===== src/rtl/pdes_arb_pkg.sv =====
// Shared helpers for the PDES port arbiters: width sizing and one-hot decode.
package pdes_arb_pkg;

  // onehot() is sized for the widest arbiter we build; callers cast down to NR bits.
  localparam int ONEHOT_W = 32;

  function automatic int clog2_min1(input int n);
    return (n <= 2) ? 1 : $clog2(n);
  endfunction

  function automatic logic [ONEHOT_W-1:0] onehot(input int idx, input int nr);
    logic [ONEHOT_W-1:0] v;
    v = '0;
    for (int i = 0; i < ONEHOT_W; i++) begin
      v[i] = (i == idx) && (idx < nr);
    end
    return v;
  endfunction

endpackage


===== src/rtl/burst_rr_arbiter_rr_pick.sv =====
// Rotating priority encoder: first set bit of req after ptr, wrapping at NR.
module rr_pick #(
  parameter int NR = 4,
  localparam int IW = $clog2(NR)
) (
  input  logic [NR-1:0] req,
  input  logic [IW-1:0] ptr,
  output logic [IW-1:0] idx,
  output logic          any
);

  int          pos;
  logic [IW-1:0] pos_idx;
  logic        found;

  // Wrap with a modulo on NR so non-power-of-two sizes never select a phantom line.
  always_comb begin
    idx     = '0;
    any     = |req;
    found   = 1'b0;
    pos     = 0;
    pos_idx = '0;
    for (int k = 1; k <= NR; k++) begin
      pos     = (int'(ptr) + k) % NR;
      pos_idx = IW'(pos);
      if (!found && req[pos_idx]) begin
        idx   = pos_idx;
        found = 1'b1;
      end
    end
  end

endmodule


===== src/rtl/burst_rr_arbiter.sv =====
// Sticky round-robin arbiter with a bounded burst under contention,
// a stall freeze and a new-grant pulse.
module burst_rr_arbiter
  import pdes_arb_pkg::*;
#(
  parameter int NR        = 4,
  parameter int MAX_BURST = 4
) (
  input  logic                  clk,
  input  logic                  reset,
  input  logic [NR-1:0]         req,
  input  logic                  stall,
  output logic [NR-1:0]         vgnt,
  output logic [$clog2(NR)-1:0] egnt,
  output logic                  eval,
  output logic                  new_gnt
);

  localparam int IW = $clog2(NR);
  localparam int CW = clog2_min1(MAX_BURST + 1);
  localparam logic [CW-1:0] BURST_LIM = CW'(MAX_BURST);

  logic [IW-1:0] last_gnt;
  logic          last_vld;
  logic [CW-1:0] cnt;

  logic [NR-1:0] last_oh;
  logic [NR-1:0] gnt_oh;
  logic [NR-1:0] others;
  logic [IW-1:0] pick_idx;
  logic [IW-1:0] gnt_idx;
  logic          pick_any;
  logic          burst_ok;
  logic          hold;

  rr_pick #(.NR(NR)) u_pick (
    .req (req),
    .ptr (last_gnt),
    .idx (pick_idx),
    .any (pick_any)
  );

  // The holder keeps the line unless its burst is spent and someone else is waiting.
  always_comb begin
    last_oh  = NR'(onehot(int'(last_gnt), NR));
    others   = req & ~last_oh;
    burst_ok = (MAX_BURST == 0) || (cnt < BURST_LIM) || (others == '0);
    hold     = last_vld && req[last_gnt] && burst_ok;
    gnt_idx  = hold ? last_gnt : pick_idx;
    gnt_oh   = NR'(onehot(int'(gnt_idx), NR));
    eval     = pick_any;
    new_gnt  = eval && !hold;
    egnt     = reset ? '0 : gnt_idx;
    vgnt     = (eval && !reset) ? gnt_oh : '0;
  end

  // Idle cycles drop the burst but keep the rotation pointer where it was.
  always_ff @(posedge clk or posedge reset) begin
    if (reset) begin
      last_gnt <= IW'(NR - 1);
      last_vld <= 1'b0;
      cnt      <= '0;
    end else if (!stall) begin
      if (eval) begin
        last_gnt <= gnt_idx;
        last_vld <= 1'b1;
        if (hold) begin
          cnt <= (cnt >= BURST_LIM) ? BURST_LIM : cnt + CW'(1);
        end else begin
          cnt <= CW'(1);
        end
      end else begin
        last_vld <= 1'b0;
        cnt      <= '0;
      end
    end
  end

endmodule


===== config.mk =====
export PLATFORM = sky130hd
export DESIGN_NAME = burst_rr_arbiter
export DESIGN_NICKNAME = d
export VERILOG_FILES = /design/src/rtl/pdes_arb_pkg.sv /design/src/rtl/burst_rr_arbiter_rr_pick.sv /design/src/rtl/burst_rr_arbiter.sv
export SDC_FILE = /design/constraint.sdc
export NUM_CORES = 1
export LEC_CHECK = 0
export BUFFER_PORTS_ARGS = -buffer_cell sky130_fd_sc_hd__buf_2
export CAP_MARGIN = 30
export CORE_UTILIZATION = 50
export CTS_CLUSTER_SIZE = 20
export DETAILED_ROUTE_END_ITERATION = 7
export PLACE_DENSITY_LB_ADDON = 0.25
export SLEW_MARGIN = 15
export SYNTH_ARGS = -nofsm -noshare
export SYNTH_HDL_FRONTEND = slang
export SYNTH_SLANG_ARGS = --single-unit

===== constraint.sdc =====
create_clock -name clk -period 3.5 [get_ports clk]
set_input_delay 0.35 -clock clk [delete_from_list [all_inputs] [get_ports clk]]
set_output_delay 0.35 -clock clk [all_outputs]
set_load 0.05 [all_outputs]

; After elaboration in Yosys (flattened, before gate mapping)
; Index checks and enable logic that the tools add are counted.
[word_totals]
elab_cells = 66
out_inout_bits = 8
in_bits = 7
regBits = 6
[op_classes]
reduce_logical = 18
mux = 24
order_cmp = 7
n_eq_ne = 6
bitwise_logic = 3
add_sub_neg = 5
[op_table]
columns = cell, n
row1 = $lt A2 B3 Y1 const B, 5
row2 = $mux W2, 6
row3 = $bmux W1 S2, 5
row4 = $mux W1, 9
row5 = $mux W3, 3
row6 = $eq A2 B2 Y1 const A, 4
row7 = $logic_and A1 B1 Y1, 7
row8 = $logic_not A1 Y1, 5
row9 = $add A2 B1 Y2 const B, 2
row10 = $add A2 B2 Y2 const B, 2
row11 = $and A4 B4 Y4, 1
row12 = $eq A1 B2 Y1 const A, 2
row13 = $logic_not A2 Y1, 2
row14 = $logic_not A4 Y1, 1
row15 = $mux W4, 1
row16 = $not A4 Y4, 1
row17 = $reduce_or A4 Y1, 1
row18 = $add A3 B1 Y3 const B, 1
row19 = $ge A3 B3 Y1 const B, 1
row20 = $lt A3 B3 Y1 const B, 1
row21 = $reduce_and A2 Y1, 1
row22 = $logic_or A1 B1 Y1, 1
row23 = $not A1 Y1, 1

; Logic depth before layout (Yosys ltp)
[logic_depth]
depth_word = 16
depth_mapped = 9
depth_no_buf = 7

; Hierarchy
; Synthesis repeated with hierarchy kept, for this count alone.
[unflattened]
hier_cells = 78
area_unflattened_um2 = 646.9
[by_module_without_submodules]
columns = mod, instances, area_each_um2, cells_each, seq_area_each_um2
row1 = burst_rr_arbiter, 1, 565.5, 64, 152.6
row2 = rr_pick, 1, 81.3, 14, 0.0

; Worst setup path before layout
; OpenSTA, ideal clock, no wires.
[synth_timing]
path_kind = register to output
from = register last_gnt[0]
to = output vgnt[2]
stages_incl_launch_ff = 10
t_arrival_ns = 3.188
required_ns = 3.150
slack_ns = -0.038
path_buffers = 2
cell_sequence = dfstp_2 -> buf_6 -> inv_1 -> ha_1 -> buf_4 -> mux4_1 -> o21bai_1 -> o2bb2ai_1 -> mux2i_1 -> nor3_1
[synth_between]
elab_chain_len = 16
elab_cells_between_ends = 40
cone_classes = 4 x add/sub / 4 x eq/ne / 19 x mux / 2 x bitwise / 11 x reduce/logical
[synth_lines]
columns = item, line
row1 = start: declaration, burst_rr_arbiter.sv:23  ; logic [IW-1:0] last_gnt;
row2 = start signal: assignment, burst_rr_arbiter.sv:60  ; last_gnt <= IW'(NR - 1);
row3 = start signal: assignment, burst_rr_arbiter.sv:65  ; last_gnt <= gnt_idx;
row4 = $add A2 B1 Y2, burst_rr_arbiter_rr_pick.sv:24  ; pos = (int'(ptr) + k) % NR;
row5 = $bmux W1 S2, burst_rr_arbiter_rr_pick.sv:26  ; if (!found && req[pos_idx]) begin
row6 = $mux W1 (not written as such), burst_rr_arbiter_rr_pick.sv:26
row7 = $mux W1, burst_rr_arbiter_rr_pick.sv:26
row8 = $logic_not A1 Y1, burst_rr_arbiter_rr_pick.sv:26
row9 = $logic_and A1 B1 Y1, burst_rr_arbiter_rr_pick.sv:26
row10 = $mux W1, burst_rr_arbiter_rr_pick.sv:26
row11 = $logic_not A1 Y1, burst_rr_arbiter_rr_pick.sv:26
row12 = $logic_and A1 B1 Y1, burst_rr_arbiter_rr_pick.sv:26
row13 = $mux W1, burst_rr_arbiter_rr_pick.sv:26
row14 = $logic_not A1 Y1, burst_rr_arbiter_rr_pick.sv:26
row15 = $logic_and A1 B1 Y1, burst_rr_arbiter_rr_pick.sv:26
row16 = $mux W2, burst_rr_arbiter_rr_pick.sv:26
row17 = $mux W2 (*), burst_rr_arbiter.sv:49  ; gnt_idx = hold ? last_gnt : pick_idx;
row18 = $eq A2 B2 Y1 (*), pdes_arb_pkg.sv:15  ; v[i] = (i == idx) && (idx < nr);
row19 = $mux W4 (*), burst_rr_arbiter.sv:54  ; vgnt = (eval && !reset) ? gnt_oh : '0;
row20 = end: declaration, burst_rr_arbiter.sv:13  ; output logic [NR-1:0] vgnt,
; Mark *: on every way between the ends. The rest lies on a longest branch, timed or not. The select of a mux whose other input is x is not followed.

; Worst setup path after layout
[layout_timing]
from = register last_gnt[1]
to = output vgnt[0]
[layout_between]
elab_chain_len = 16
elab_cells_between_ends = 40
cone_classes = 4 x add/sub / 3 x eq/ne / 19 x mux / 2 x bitwise / 12 x reduce/logical
[layout_lines]
columns = item, line
row1 = $add A2 B1 Y2, burst_rr_arbiter_rr_pick.sv:24
row2 = $bmux W1 S2, burst_rr_arbiter_rr_pick.sv:26
row3 = $mux W1 (not written as such), burst_rr_arbiter_rr_pick.sv:26
row4 = $mux W1, burst_rr_arbiter_rr_pick.sv:26
row5 = $logic_not A1 Y1, burst_rr_arbiter_rr_pick.sv:26
row6 = $logic_and A1 B1 Y1, burst_rr_arbiter_rr_pick.sv:26
row7 = $mux W1, burst_rr_arbiter_rr_pick.sv:26
row8 = $logic_not A1 Y1, burst_rr_arbiter_rr_pick.sv:26
row9 = $logic_and A1 B1 Y1, burst_rr_arbiter_rr_pick.sv:26
row10 = $mux W1, burst_rr_arbiter_rr_pick.sv:26
row11 = $logic_not A1 Y1, burst_rr_arbiter_rr_pick.sv:26
row12 = $logic_and A1 B1 Y1, burst_rr_arbiter_rr_pick.sv:26
row13 = $mux W2, burst_rr_arbiter_rr_pick.sv:26
row14 = $mux W2 (*), burst_rr_arbiter.sv:49
row15 = $logic_not A2 Y1 (*), pdes_arb_pkg.sv:15
row16 = $mux W4 (*), burst_rr_arbiter.sv:54
; Marks and branches as above.

==> flow_metrics.tcl <==
set metrics [dict create \
    synth_edf_count 0 \
    netlist_instances 73 \
    period_minus_slack_ns 3.35 \
    ant_nets 0 \
    cts-buffers-inserted 3 \
    post-cts-setup-buffers 0 \
    fmax_mhz 299 \
    dpl.cell_count 99 \
    finalWeightedCongestion 0.690 \
    maxCapViolCount 0 \
    diodes 0 \
    wl_um 1690 \
    min_path_type "input port to asynchronous set/reset pin" \
    num_io_pins 15 \
    startpoint_type "flop" \
    nNetsFinal 102 \
    die_area_um2 1630 \
    drt_iter0_drc 24 \
    dr.pass1.iters 4 \
    post_synth.cell_area_avg_um2 10.1 \
    die_x_um 40.4 \
    drv_slew 0 \
    fill_cells 120 \
    synthArstFlopShare_pct 100 \
    multi_input_area_um2 526 \
    core_area_um2 1330 \
    crit_type "flop to output pin" \
    layout.cells.non_filler 102 \
    synth.area.mux_share_pct 18.4 \
    die_h_um 40.4 \
    synth_xor_area_share_pct 0 \
    final_core_util_pct 61.7 \
    final_common_cell "buf_2" \
    clkTransAtPathRegs_ns 0.05 \
    hold_viol 0 \
    synth_fa_ha_area_share_pct 10.2 \
    grt_pass1_vias 530 \
    overflow 0 \
    root_buffer "clkbuf_4" \
    gr-usage-all-layers_pct 23.4 \
    clk_latency_ns 0.25 \
    powerDensity_nw_per_um2 1090 \
    fin_worst_skew_ns 0.0130 \
    slew_headroom_pct 63.8 \
    clock_sinks 6 \
    yosys.area_share.simple_pct 19.4 \
    drc 0 \
    rows 13 \
    syn_area_um2 736 \
    htreeDepth 1 \
    period_share_pct 95.6 \
    cts_buffer_depth 2 \
    cts_tree "yes" \
    synth_top_family_by_area "compound AO/OA/AOI/OAI gates" \
    drive_above_1_share_pct 39.1 \
    grt_pass1_wl_um 2470 \
    dpl.hpwl_um 1210 \
    ys_warn_count 0 \
    ys.flop_type "dfrtp_1" \
    status "finished clean" \
    syn_to_final_growth_pct 11.9 \
    synth_compound_area_share_pct 22.6 \
    setup_viol_count_final 0 \
    grt_max_degree 13 \
    ys_ff_latch 6 \
    grt_antenna_before_repair 0 \
    vias 633 \
    viasPerCell 6.21 \
    ff_latch_area_um2 153 \
    arrival_ns 3.00 \
    worst_pin_slew_ns 0.538 \
    start_util_pct 55.2 \
    p_leak_nw 0.382 \
    io_buffers 14 \
    crit_fanout 8 \
    yosysSeqAreaShare_pct 20.7 \
    cp-end-kind "output pin" \
    syn-num-nets 86 \
    ir_worst_vdd_uv 507 \
    rsz0062_at_grt "no" \
    wl_per_cell_um 16.6 \
    critPathRequiredTime_ns 3.15 \
    cts_hold_buf 0 \
    synth.distinct_cells 35 \
    mostFrequentLayoutCells "buf_2, nor2_1, inv_1" \
]
==> sequential cells by signal, summed over array words and instances (netlist names) <==
name and cells:
cnt 3, last_gnt 2, last_vld 1
==> worst paths after layout <==
path	slack, ns	cells after the start	endpoint	startpoint
worst max-delay path	0.15	8	vgnt[0]	last_gnt[1]$_DFFE_PP1P_
worst min-delay path	0.06	2	last_vld$_DFFE_PP0N_	reset
worst max register to register	1.13	6	last_gnt[1]$_DFFE_PP1P_	last_gnt[1]$_DFFE_PP1P_
worst min register to register	0.52	1	cnt[1]$_DFFE_PP0N_	cnt[1]$_DFFE_PP0N_
max in group asynchronous	3.14	2	last_gnt[1]$_DFFE_PP1P_	reset
min in group clk	0.45	2	cnt[1]$_DFFE_PP0N_	stall
==> worst max-delay path: stages, from the launching register on <==
cell	delay, ns
dfstp_2	0.62
inv_1	0.11
ha_2	0.42
mux4_1	0.61
nor2_1	0.14
a32oi_2	0.09
mux2i_2	0.30
and4_1	0.22
buf_2	0.26
==> Yosys cell counts, types with 2 or more instances <==
cell type	n	area share [%]
dfstp_2	2	7.1
and3_1	2	1.7
nor2_1	9	4.6
buf_4	2	2.0
inv_1	7	3.6
nor3_1	2	1.4
a32oi_1	2	2.4
dfrtp_1	4	14
buf_6	2	3.1
o2bb2ai_1	2	2.4
mux4_2	3	9.2
and2b_2	2	2.4
nand2b_1	2	1.7
a21oi_1	3	2.0
ha_1	6	10
mux2i_1	3	4.1
nor2b_2	2	2.4
==> cells by family (layout without fill, tap and decap cells) <==
| family | after synthesis | count (layout) |
|---|---|---|
| AOI/OAI and AO/OA | 18 | 18 |
| adders and majority gates | 6 | 6 |
| buffers and inverters | 11 | 25 |
| DFF | 6 | 6 |
| muxes | 8 | 8 |
| and+or+nand+nor | 24 | 24 |
==> cell type report <==
type / instances / share of cell area, %
clock buffers: 3 / 2.74
inverters: 7 / 3.19
multi-input cells: 56 / 63.8
flip-flops and latches: 6 / 18.5
well taps: 15 / 2.28
repair buffers: 15 / 9.42
==> per-stage QoR <==
step                total power [mW]  setup WS [ns]  cell area (µm²)  TNS (ns)  hold slack (ns)
global route                   0.955         0.0386              823         0           0.0896
finish                         0.898          0.155              823         0           0.0642
floorplan                      0.703        -0.0376              736   -0.0751            0.150
detailed placement             0.808          0.369              795         0            0.333
CTS                            0.882          0.105              817         0           0.0643
global placement               0.798          0.449              795         0            0.327
==> where the power goes <==
group / total, mW / switching (mW) / internal (mW)
logic: 0.698 / 0.430 / 0.267
clock network: 0.0656 / 0.0266 / 0.0389
registers: 0.135 / 0.0325 / 0.103
==> repair_timing <==
action	4_1_cts	5_1_grt
resized for setup	0	2
hold endpoints to repair	0	0
setup endpoints to repair	0	3
==> metal layers <==
| layer | share of wire (%) | GRT usage [%] | wire, µm | up-vias |
|---|---|---|---|---|
| met4 | 0.30 | 6.67 | 5 | 0 |
| met5 | 0 | 0 | 0 | - |
| met1 | 43 | 30.1 | 734 | 304 |
| li1 | - | - | - | 305 |
| met2 | 52 | 38.5 | 876 | 22 |
| met3 | 4.4 | 5.56 | 74 | 2 |
Power figures use the tool's default switching activity.
